File: config.mk
export PLATFORM = sky130hd
export DESIGN_NAME = ft_fifo_responder_flat
export DESIGN_NICKNAME = d
export VERILOG_FILES = /design/src/rtl/ft_fifo_if.sv /design/src/rtl/ft_fifo_responder.sv /design/src/flat_wrapper.sv
export SDC_FILE = /design/constraint.sdc
export NUM_CORES = 1
export LEC_CHECK = 0
export BUFFER_PORTS_ARGS = -buffer_cell sky130_fd_sc_hd__buf_4
export CAP_MARGIN = 0
export CORE_MARGIN = 4
export CORE_UTILIZATION = 55
export CTS_CLUSTER_DIAMETER = 80
export DETAILED_ROUTE_END_ITERATION = 8
export PLACE_DENSITY = 0.84
export SYNTH_ARGS = -nofsm -noshare
export SYNTH_HDL_FRONTEND = slang
export SYNTH_SLANG_ARGS = --single-unit
File: constraint.sdc
create_clock -name clk -period 3.25 [get_ports clk]
set_clock_uncertainty 0.15 [all_clocks]
set_input_delay 0.4875 -clock clk [delete_from_list [all_inputs] [get_ports clk]]
set_output_delay 0.4875 -clock clk [all_outputs]
set_load 0.02 [all_outputs]
File: src/rtl/ft_fifo_if.sv
// FT2232H synchronous 245-FIFO pin bundle plus the host-side byte streams.
// The responder (slave) drives status and read data; the FPGA/host side (master) drives strobes and pushes.
interface ft_fifo_if #(
    parameter int DW = 8
);
    logic          RXF;
    logic          TXE;
    logic          OE;
    logic          RD;
    logic          WR;
    logic [DW-1:0] DOUT;
    logic          DOUT_EN;
    logic [DW-1:0] DIN;
    logic          h_wr_valid;
    logic [DW-1:0] h_wr_data;
    logic          h_wr_ready;
    logic          h_rd_valid;
    logic [DW-1:0] h_rd_data;
    logic          h_rd_ready;

    modport slave (
        output RXF, TXE, DOUT, DOUT_EN, h_wr_ready, h_rd_valid, h_rd_data,
        input  OE, RD, WR, DIN, h_wr_valid, h_wr_data, h_rd_ready
    );

    modport master (
        input  RXF, TXE, DOUT, DOUT_EN, h_wr_ready, h_rd_valid, h_rd_data,
        output OE, RD, WR, DIN, h_wr_valid, h_wr_data, h_rd_ready
    );
endinterface

File: src/rtl/ft_fifo_responder.sv
// Stand-in for the FT2232H sync 245-FIFO: an RX buffer the FPGA reads with RD/OE
// and a TX buffer the FPGA fills with WR, each fed/drained by a host byte stream.
module ft_fifo_responder #(
    parameter int DW       = 8,
    parameter int RX_DEPTH = 16,
    parameter int TX_DEPTH = 16,
    localparam int RXAW    = $clog2(RX_DEPTH),
    localparam int TXAW    = $clog2(TX_DEPTH),
    localparam int RXCW    = RXAW + 1,
    localparam int TXCW    = TXAW + 1
) (
    input  logic            clk,
    input  logic            rst_n,
    ft_fifo_if.slave        bus,
    output logic [RXCW-1:0] rx_count,
    output logic [TXCW-1:0] tx_count,
    output logic            rd_err,
    output logic            wr_err
);
    logic [DW-1:0]   rx_mem_q [RX_DEPTH];
    logic [DW-1:0]   tx_mem_q [TX_DEPTH];

    logic [RXAW-1:0] rx_wr_ptr_q, rx_wr_ptr_d, rx_rd_ptr_q, rx_rd_ptr_d;
    logic [TXAW-1:0] tx_wr_ptr_q, tx_wr_ptr_d, tx_rd_ptr_q, tx_rd_ptr_d;
    logic [RXCW-1:0] rx_count_q, rx_count_d;
    logic [TXCW-1:0] tx_count_q, tx_count_d;
    logic            rxf_q, rxf_d, txe_q, txe_d;
    logic            h_wr_ready_q, h_wr_ready_d, h_rd_valid_q, h_rd_valid_d;
    logic            dout_en_q, dout_en_d;
    logic [DW-1:0]   dout_q, dout_d, h_rd_data_q, h_rd_data_d;
    logic            rd_err_q, rd_err_d, wr_err_q, wr_err_d;

    logic            rx_push_s, rx_pop_s, rd_bad_s;
    logic            tx_push_s, tx_pop_s, wr_bad_s;

    // Strobe qualification uses only pre-edge registered status, so flags and counts never disagree.
    always_comb begin
        rx_push_s = bus.h_wr_valid & h_wr_ready_q;
        rx_pop_s  = ~bus.RD & dout_en_q & ~rxf_q;
        rd_bad_s  = ~bus.RD & (rxf_q | ~dout_en_q);
        tx_push_s = ~bus.WR & ~txe_q;
        tx_pop_s  = h_rd_valid_q & bus.h_rd_ready;
        wr_bad_s  = ~bus.WR & txe_q;
    end

    // RX next state: pointers, occupancy, post-edge status and the head byte shown on DOUT.
    always_comb begin
        rx_wr_ptr_d = rx_wr_ptr_q;
        rx_rd_ptr_d = rx_rd_ptr_q;
        rx_count_d  = rx_count_q;
        if (rx_push_s) begin
            rx_wr_ptr_d = rx_wr_ptr_q + RXAW'(1'b1);
        end else begin
            rx_wr_ptr_d = rx_wr_ptr_q;
        end
        if (rx_pop_s) begin
            rx_rd_ptr_d = rx_rd_ptr_q + RXAW'(1'b1);
        end else begin
            rx_rd_ptr_d = rx_rd_ptr_q;
        end
        case ({rx_push_s, rx_pop_s})
            2'b10:   rx_count_d = rx_count_q + RXCW'(1'b1);
            2'b01:   rx_count_d = rx_count_q - RXCW'(1'b1);
            default: rx_count_d = rx_count_q;
        endcase
        rxf_d        = (rx_count_d == {RXCW{1'b0}});
        h_wr_ready_d = (rx_count_d < RXCW'(RX_DEPTH));
        dout_en_d    = ~bus.OE;
        // A byte pushed into the slot that becomes the head is not in the memory yet.
        if (rx_push_s && (rx_wr_ptr_q == rx_rd_ptr_d)) begin
            dout_d = bus.h_wr_data;
        end else begin
            dout_d = rx_mem_q[rx_rd_ptr_d];
        end
        rd_err_d = rd_err_q | rd_bad_s;
    end

    // TX next state: mirrors RX with the FPGA as producer and the host as consumer.
    always_comb begin
        tx_wr_ptr_d = tx_wr_ptr_q;
        tx_rd_ptr_d = tx_rd_ptr_q;
        tx_count_d  = tx_count_q;
        if (tx_push_s) begin
            tx_wr_ptr_d = tx_wr_ptr_q + TXAW'(1'b1);
        end else begin
            tx_wr_ptr_d = tx_wr_ptr_q;
        end
        if (tx_pop_s) begin
            tx_rd_ptr_d = tx_rd_ptr_q + TXAW'(1'b1);
        end else begin
            tx_rd_ptr_d = tx_rd_ptr_q;
        end
        case ({tx_push_s, tx_pop_s})
            2'b10:   tx_count_d = tx_count_q + TXCW'(1'b1);
            2'b01:   tx_count_d = tx_count_q - TXCW'(1'b1);
            default: tx_count_d = tx_count_q;
        endcase
        txe_d        = (tx_count_d == TXCW'(TX_DEPTH));
        h_rd_valid_d = (tx_count_d != {TXCW{1'b0}});
        if (tx_push_s && (tx_wr_ptr_q == tx_rd_ptr_d)) begin
            h_rd_data_d = bus.DIN;
        end else begin
            h_rd_data_d = tx_mem_q[tx_rd_ptr_d];
        end
        wr_err_d = wr_err_q | wr_bad_s;
    end

    // Buffer storage; contents need no reset because pointers and counts define validity.
    always_ff @(posedge clk) begin
        if (rx_push_s) begin
            rx_mem_q[rx_wr_ptr_q] <= bus.h_wr_data;
        end
        if (tx_push_s) begin
            tx_mem_q[tx_wr_ptr_q] <= bus.DIN;
        end
    end

    // Control and status registers.
    always_ff @(posedge clk or negedge rst_n) begin
        if (!rst_n) begin
            rx_wr_ptr_q  <= {RXAW{1'b0}};
            rx_rd_ptr_q  <= {RXAW{1'b0}};
            tx_wr_ptr_q  <= {TXAW{1'b0}};
            tx_rd_ptr_q  <= {TXAW{1'b0}};
            rx_count_q   <= {RXCW{1'b0}};
            tx_count_q   <= {TXCW{1'b0}};
            rxf_q        <= 1'b1;
            txe_q        <= 1'b1;
            h_wr_ready_q <= 1'b0;
            h_rd_valid_q <= 1'b0;
            dout_en_q    <= 1'b0;
            dout_q       <= {DW{1'b0}};
            h_rd_data_q  <= {DW{1'b0}};
            rd_err_q     <= 1'b0;
            wr_err_q     <= 1'b0;
        end else begin
            rx_wr_ptr_q  <= rx_wr_ptr_d;
            rx_rd_ptr_q  <= rx_rd_ptr_d;
            tx_wr_ptr_q  <= tx_wr_ptr_d;
            tx_rd_ptr_q  <= tx_rd_ptr_d;
            rx_count_q   <= rx_count_d;
            tx_count_q   <= tx_count_d;
            rxf_q        <= rxf_d;
            txe_q        <= txe_d;
            h_wr_ready_q <= h_wr_ready_d;
            h_rd_valid_q <= h_rd_valid_d;
            dout_en_q    <= dout_en_d;
            dout_q       <= dout_d;
            h_rd_data_q  <= h_rd_data_d;
            rd_err_q     <= rd_err_d;
            wr_err_q     <= wr_err_d;
        end
    end

    assign bus.RXF        = rxf_q;
    assign bus.TXE        = txe_q;
    assign bus.DOUT       = dout_q;
    assign bus.DOUT_EN    = dout_en_q;
    assign bus.h_wr_ready = h_wr_ready_q;
    assign bus.h_rd_valid = h_rd_valid_q;
    assign bus.h_rd_data  = h_rd_data_q;
    assign rx_count       = rx_count_q;
    assign tx_count       = tx_count_q;
    assign rd_err         = rd_err_q;
    assign wr_err         = wr_err_q;
endmodule

File: src/flat_wrapper.sv
// flat-port wrapper written by rule: the top's interface ports become plain ports
module ft_fifo_responder_flat 
#(
    parameter int DW       = 8,
    parameter int RX_DEPTH = 16,
    parameter int TX_DEPTH = 16,
    localparam int RXAW    = $clog2(RX_DEPTH),
    localparam int TXAW    = $clog2(TX_DEPTH),
    localparam int RXCW    = RXAW + 1,
    localparam int TXCW    = TXAW + 1
)
  (clk, rst_n, rx_count, tx_count, rd_err, wr_err, bus_RXF, bus_TXE, bus_DOUT, bus_DOUT_EN, bus_h_wr_ready, bus_h_rd_valid, bus_h_rd_data, bus_OE, bus_RD, bus_WR, bus_DIN, bus_h_wr_valid, bus_h_wr_data, bus_h_rd_ready);
  ft_fifo_if #(.DW(DW)) bus_i ();
  input  logic clk;
  input  logic rst_n;
  output logic [RXCW-1:0] rx_count;
  output logic [TXCW-1:0] tx_count;
  output logic rd_err;
  output logic wr_err;
  output wire logic [$bits(bus_i.RXF)-1:0] bus_RXF;
  output wire logic [$bits(bus_i.TXE)-1:0] bus_TXE;
  output wire logic [$bits(bus_i.DOUT)-1:0] bus_DOUT;
  output wire logic [$bits(bus_i.DOUT_EN)-1:0] bus_DOUT_EN;
  output wire logic [$bits(bus_i.h_wr_ready)-1:0] bus_h_wr_ready;
  output wire logic [$bits(bus_i.h_rd_valid)-1:0] bus_h_rd_valid;
  output wire logic [$bits(bus_i.h_rd_data)-1:0] bus_h_rd_data;
  input wire logic [$bits(bus_i.OE)-1:0] bus_OE;
  input wire logic [$bits(bus_i.RD)-1:0] bus_RD;
  input wire logic [$bits(bus_i.WR)-1:0] bus_WR;
  input wire logic [$bits(bus_i.DIN)-1:0] bus_DIN;
  input wire logic [$bits(bus_i.h_wr_valid)-1:0] bus_h_wr_valid;
  input wire logic [$bits(bus_i.h_wr_data)-1:0] bus_h_wr_data;
  input wire logic [$bits(bus_i.h_rd_ready)-1:0] bus_h_rd_ready;
  assign bus_RXF = bus_i.RXF;
  assign bus_TXE = bus_i.TXE;
  assign bus_DOUT = bus_i.DOUT;
  assign bus_DOUT_EN = bus_i.DOUT_EN;
  assign bus_h_wr_ready = bus_i.h_wr_ready;
  assign bus_h_rd_valid = bus_i.h_rd_valid;
  assign bus_h_rd_data = bus_i.h_rd_data;
  assign bus_i.OE = bus_OE;
  assign bus_i.RD = bus_RD;
  assign bus_i.WR = bus_WR;
  assign bus_i.DIN = bus_DIN;
  assign bus_i.h_wr_valid = bus_h_wr_valid;
  assign bus_i.h_wr_data = bus_h_wr_data;
  assign bus_i.h_rd_ready = bus_h_rd_ready;
  ft_fifo_responder #(.DW(DW), .RX_DEPTH(RX_DEPTH), .TX_DEPTH(TX_DEPTH)) u_core (.clk(clk), .rst_n(rst_n), .bus(bus_i), .rx_count(rx_count), .tx_count(tx_count), .rd_err(rd_err), .wr_err(wr_err));
endmodule
==> impl_metrics.json <==
{
  "status": "complete, no violations",
  "cts.sink_count": 305,
  "initial_core_util_pct": 55.80,
  "grt_max_degree": 61,
  "numCtsBuffers": 31,
  "grt_pass1_wl_um": 51250,
  "rows": 59,
  "portBuffers": 55,
  "tightest_slew_ns": 1.069,
  "yosysWarningCount": 0,
  "worstHoldPathType": "primary input to flip-flop",
  "die_area_mm2": 0.02910,
  "cts_tree": "built",
  "syn2layout_area_growth_pct": 13.18,
  "core_area_mm2": 0.02606,
  "post_cts_buffers": 0,
  "clock_path_buffers": 3,
  "async_reset_ff_share_pct": 16.07,
  "critPathMaxFanout": 18,
  "synth.yosys.seq_area_share_pct": 61.32,
  "place.gp.congestion": 0.9453,
  "grt_overflow": 0,
  "viasPerCell": 6.421,
  "critical_path.max_stage_delay_ns": 0.62,
  "power.leakage_nw": 5.934,
  "hold_viol_final": 0,
  "hpwlAfterDp_um": 21500,
  "setup_viol": 0,
  "route.detailed.drc": 0,
  "syn_inst": 948,
  "syn_avg_cell_area_um2": 15.34,
  "power_per_cell_area_mw_per_mm2": 984.6,
  "wl_per_cell_um": 23.78,
  "crit_chain": "dlygate4sd3_1 -> buf_4 -> or3b_1 -> buf_4 -> nor3_1 -> nor3_1 -> o211ai_1 -> nor2_1 -> nor4_1",
  "mappedNetlistNets": 988,
  "critPathBufInv": 3,
  "synth_ff_type": "edfxtp_1",
  "final_nets": 1060,
  "grt_setup_unrepaired": "false",
  "crit_path_top_delay_cell": "o211ai_1",
  "period_share_pct": 93.60,
  "layout_min_cycle_time_ns": 3.042,
  "drv_slew": 0,
  "clock_latency_ns": 0.57,
  "layout_commonest_cell": "edfxtp_1",
  "cp_num_cells": 9,
  "maxCapViolations": 0,
  "peakVddDrop_uv": 1905,
  "synth_cell_types": 71,
  "drt_iter0_markers": 780,
  "ys_ff_latch": 305,
  "antenna_found_initial": 0,
  "num_io_pins": 56,
  "htree_levels": 1,
  "drt-pass1-iter-count": 5,
  "crit_family": "simple AND/OR/NAND/NOR gates",
  "drive_gt1_share_pct": 23.44,
  "tns_ns": 0,
  "antenna_left": 0,
  "max_slew_margin_pct": 28.59,
  "cts_root_buf": "clkbuf_16",
  "grt_usage_pct": 22.54,
  "hold_depth": 3,
  "clk_pin_slew_ns": 0.06,
  "r2r_cells": 6,
  "crit_required_ns": 3.54,
  "fmax_ghz": 0.3287,
  "die_width_um": 170.6,
  "fin_hold_ws_ns": 0.05579,
  "diodes": 0,
  "drt-total-wl_um": 32820,
  "syn-cell-area_mm2": 0.01454,
  "start_kind": "primary input",
  "first_global_vias": 8958,
  "vias": 8861,
  "hold_buffers": 3,
  "path_class": "primary input to flip-flop",
  "crit_arrival_ns": 3.33,
  "synth_edf_count": 256,
  "ctsResizeCount": 0,
  "die_y_um": 170.6,
  "layout_common_cells": "edfxtp_1 (256), mux2i_1 (99), nand2_1 (87)",
  "critPathCaptureType": "flip-flop"
}
Yosys cell counts (all sizes together), types with 3 or more instances:
| master | count | area share (%) |
|---|---|---|
| or3 | 9 | 0.39 |
| nor4 | 5 | 0.26 |
| mux2 | 17 | 1.3 |
| nand2 | 88 | 2.3 |
| o31ai | 7 | 0.36 |
| o22ai | 8 | 0.34 |
| o21ai | 8 | 0.28 |
| a32oi | 13 | 0.78 |
| xnor2 | 20 | 1.3 |
| xor2 | 11 | 0.71 |
| ha | 17 | 1.5 |
| edfxtp | 256 | 53 |
| nand2b | 4 | 0.17 |
| nand3 | 27 | 0.93 |
| nor3 | 15 | 0.52 |
| nor2b | 4 | 0.17 |
| and3 | 15 | 0.65 |
| a21o | 4 | 0.21 |
| o211ai | 14 | 0.72 |
| o21a | 3 | 0.15 |
| o221ai | 6 | 0.36 |
| inv | 21 | 0.54 |
| mux4 | 72 | 11 |
| a211oi | 5 | 0.26 |
| mux2i | 99 | 6.8 |
| nor4b | 4 | 0.24 |
| buf | 36 | 1.5 |
| dfrtp | 47 | 8.1 |
| a21oi | 17 | 0.61 |
| o2111ai | 3 | 0.18 |
| and2 | 5 | 0.22 |
| clkbuf | 15 | 0.39 |
| nand4 | 3 | 0.13 |
| nor2 | 33 | 0.87 |
| a21boi | 6 | 0.31 |
through the flow:
| stage | std cells | utilization, % | total power [mW] | instance area [um^2] | setup slack (ns) |
|---|---|---|---|---|---|
| finish | 1380 | 63.15 | 16.20 | 16460 | 0.2080 |
| global route | 1380 | 63.15 | 17.03 | 16460 | 0.06226 |
| CTS | 1380 | 63.15 | 16.23 | 16460 | 0.2403 |
| detailed placement | 1319 | 59.12 | 12.64 | 15410 | 0.2368 |
| global placement | 1319 | 59.12 | 12.43 | 15410 | 0.3008 |
| floorplan | 948 | - | 10.69 | 14580 | 0.008733 |
where the power goes:
group / internal, mW / switching [mW]
sequential: 4.86 / 0.463
combinational: 3.34 / 3.99
clock: 2.08 / 1.47
sequential cells by signal, indices dropped and copies added (netlist names), 4 cells and up:
name / flops
u_core.bus.DOUT: 8
u_core.bus.h_rd_data: 8
u_core.rx_count: 5
u_core.rx_mem_q: 128
u_core.rx_rd_ptr_q: 4
u_core.rx_wr_ptr_q: 4
u_core.tx_count: 5
u_core.tx_mem_q: 128
u_core.tx_rd_ptr_q: 4
u_core.tx_wr_ptr_q: 4
kinds of logic (layout without fill, tap and decap cells):
group,Yosys count,after routing,share of synthesized area [%]
compound gates,108,108,5.611
flops,305,305,61.32
xor+xnor,33,33,2.332
buf+inv,74,171,2.487
fa+ha+maj,17,17,1.463
mux,188,188,19.28
simple gates,223,223,7.504
tightest hold or removal path: stages:
cell    delay, ns
buf_4        0.11
inv_1        0.04
a21o_1       0.10
final timing paths:
check                                            from                      end  slack (ns)
worst max-delay path                           bus_RD       u_core.bus.DOUT[2]        0.21
worst min-delay path                           bus_WR            u_core.wr_err        0.06
min in group asynchronous                       rst_n       u_core.bus.DOUT[5]        0.40
max in group asynchronous                       rst_n    u_core.rx_rd_ptr_q[1]        2.00
worst max register to register  u_core.tx_rd_ptr_q[1]  u_core.bus.h_rd_data[1]        0.39
worst min register to register          u_core.wr_err            u_core.wr_err        0.31
metal layers:
layer,track usage (%),part of all wire [%]
met1,28.64,37
met2,39.27,52
met3,3.882,7.2
met4,8.194,3.8
met5,0,0
cell type report:
class                      instances  area (um^2)
fill                            1808         9602
sequential                       305         8919
multi-input combinational        569         5274
clock buffer                      44        854.6
timing repair buffer              90        733.2
tap                              335        419.2
clock inverter                    14        166.4
inverter                          23        91.34
No activity file was read; power rests on OpenSTA's default activity.
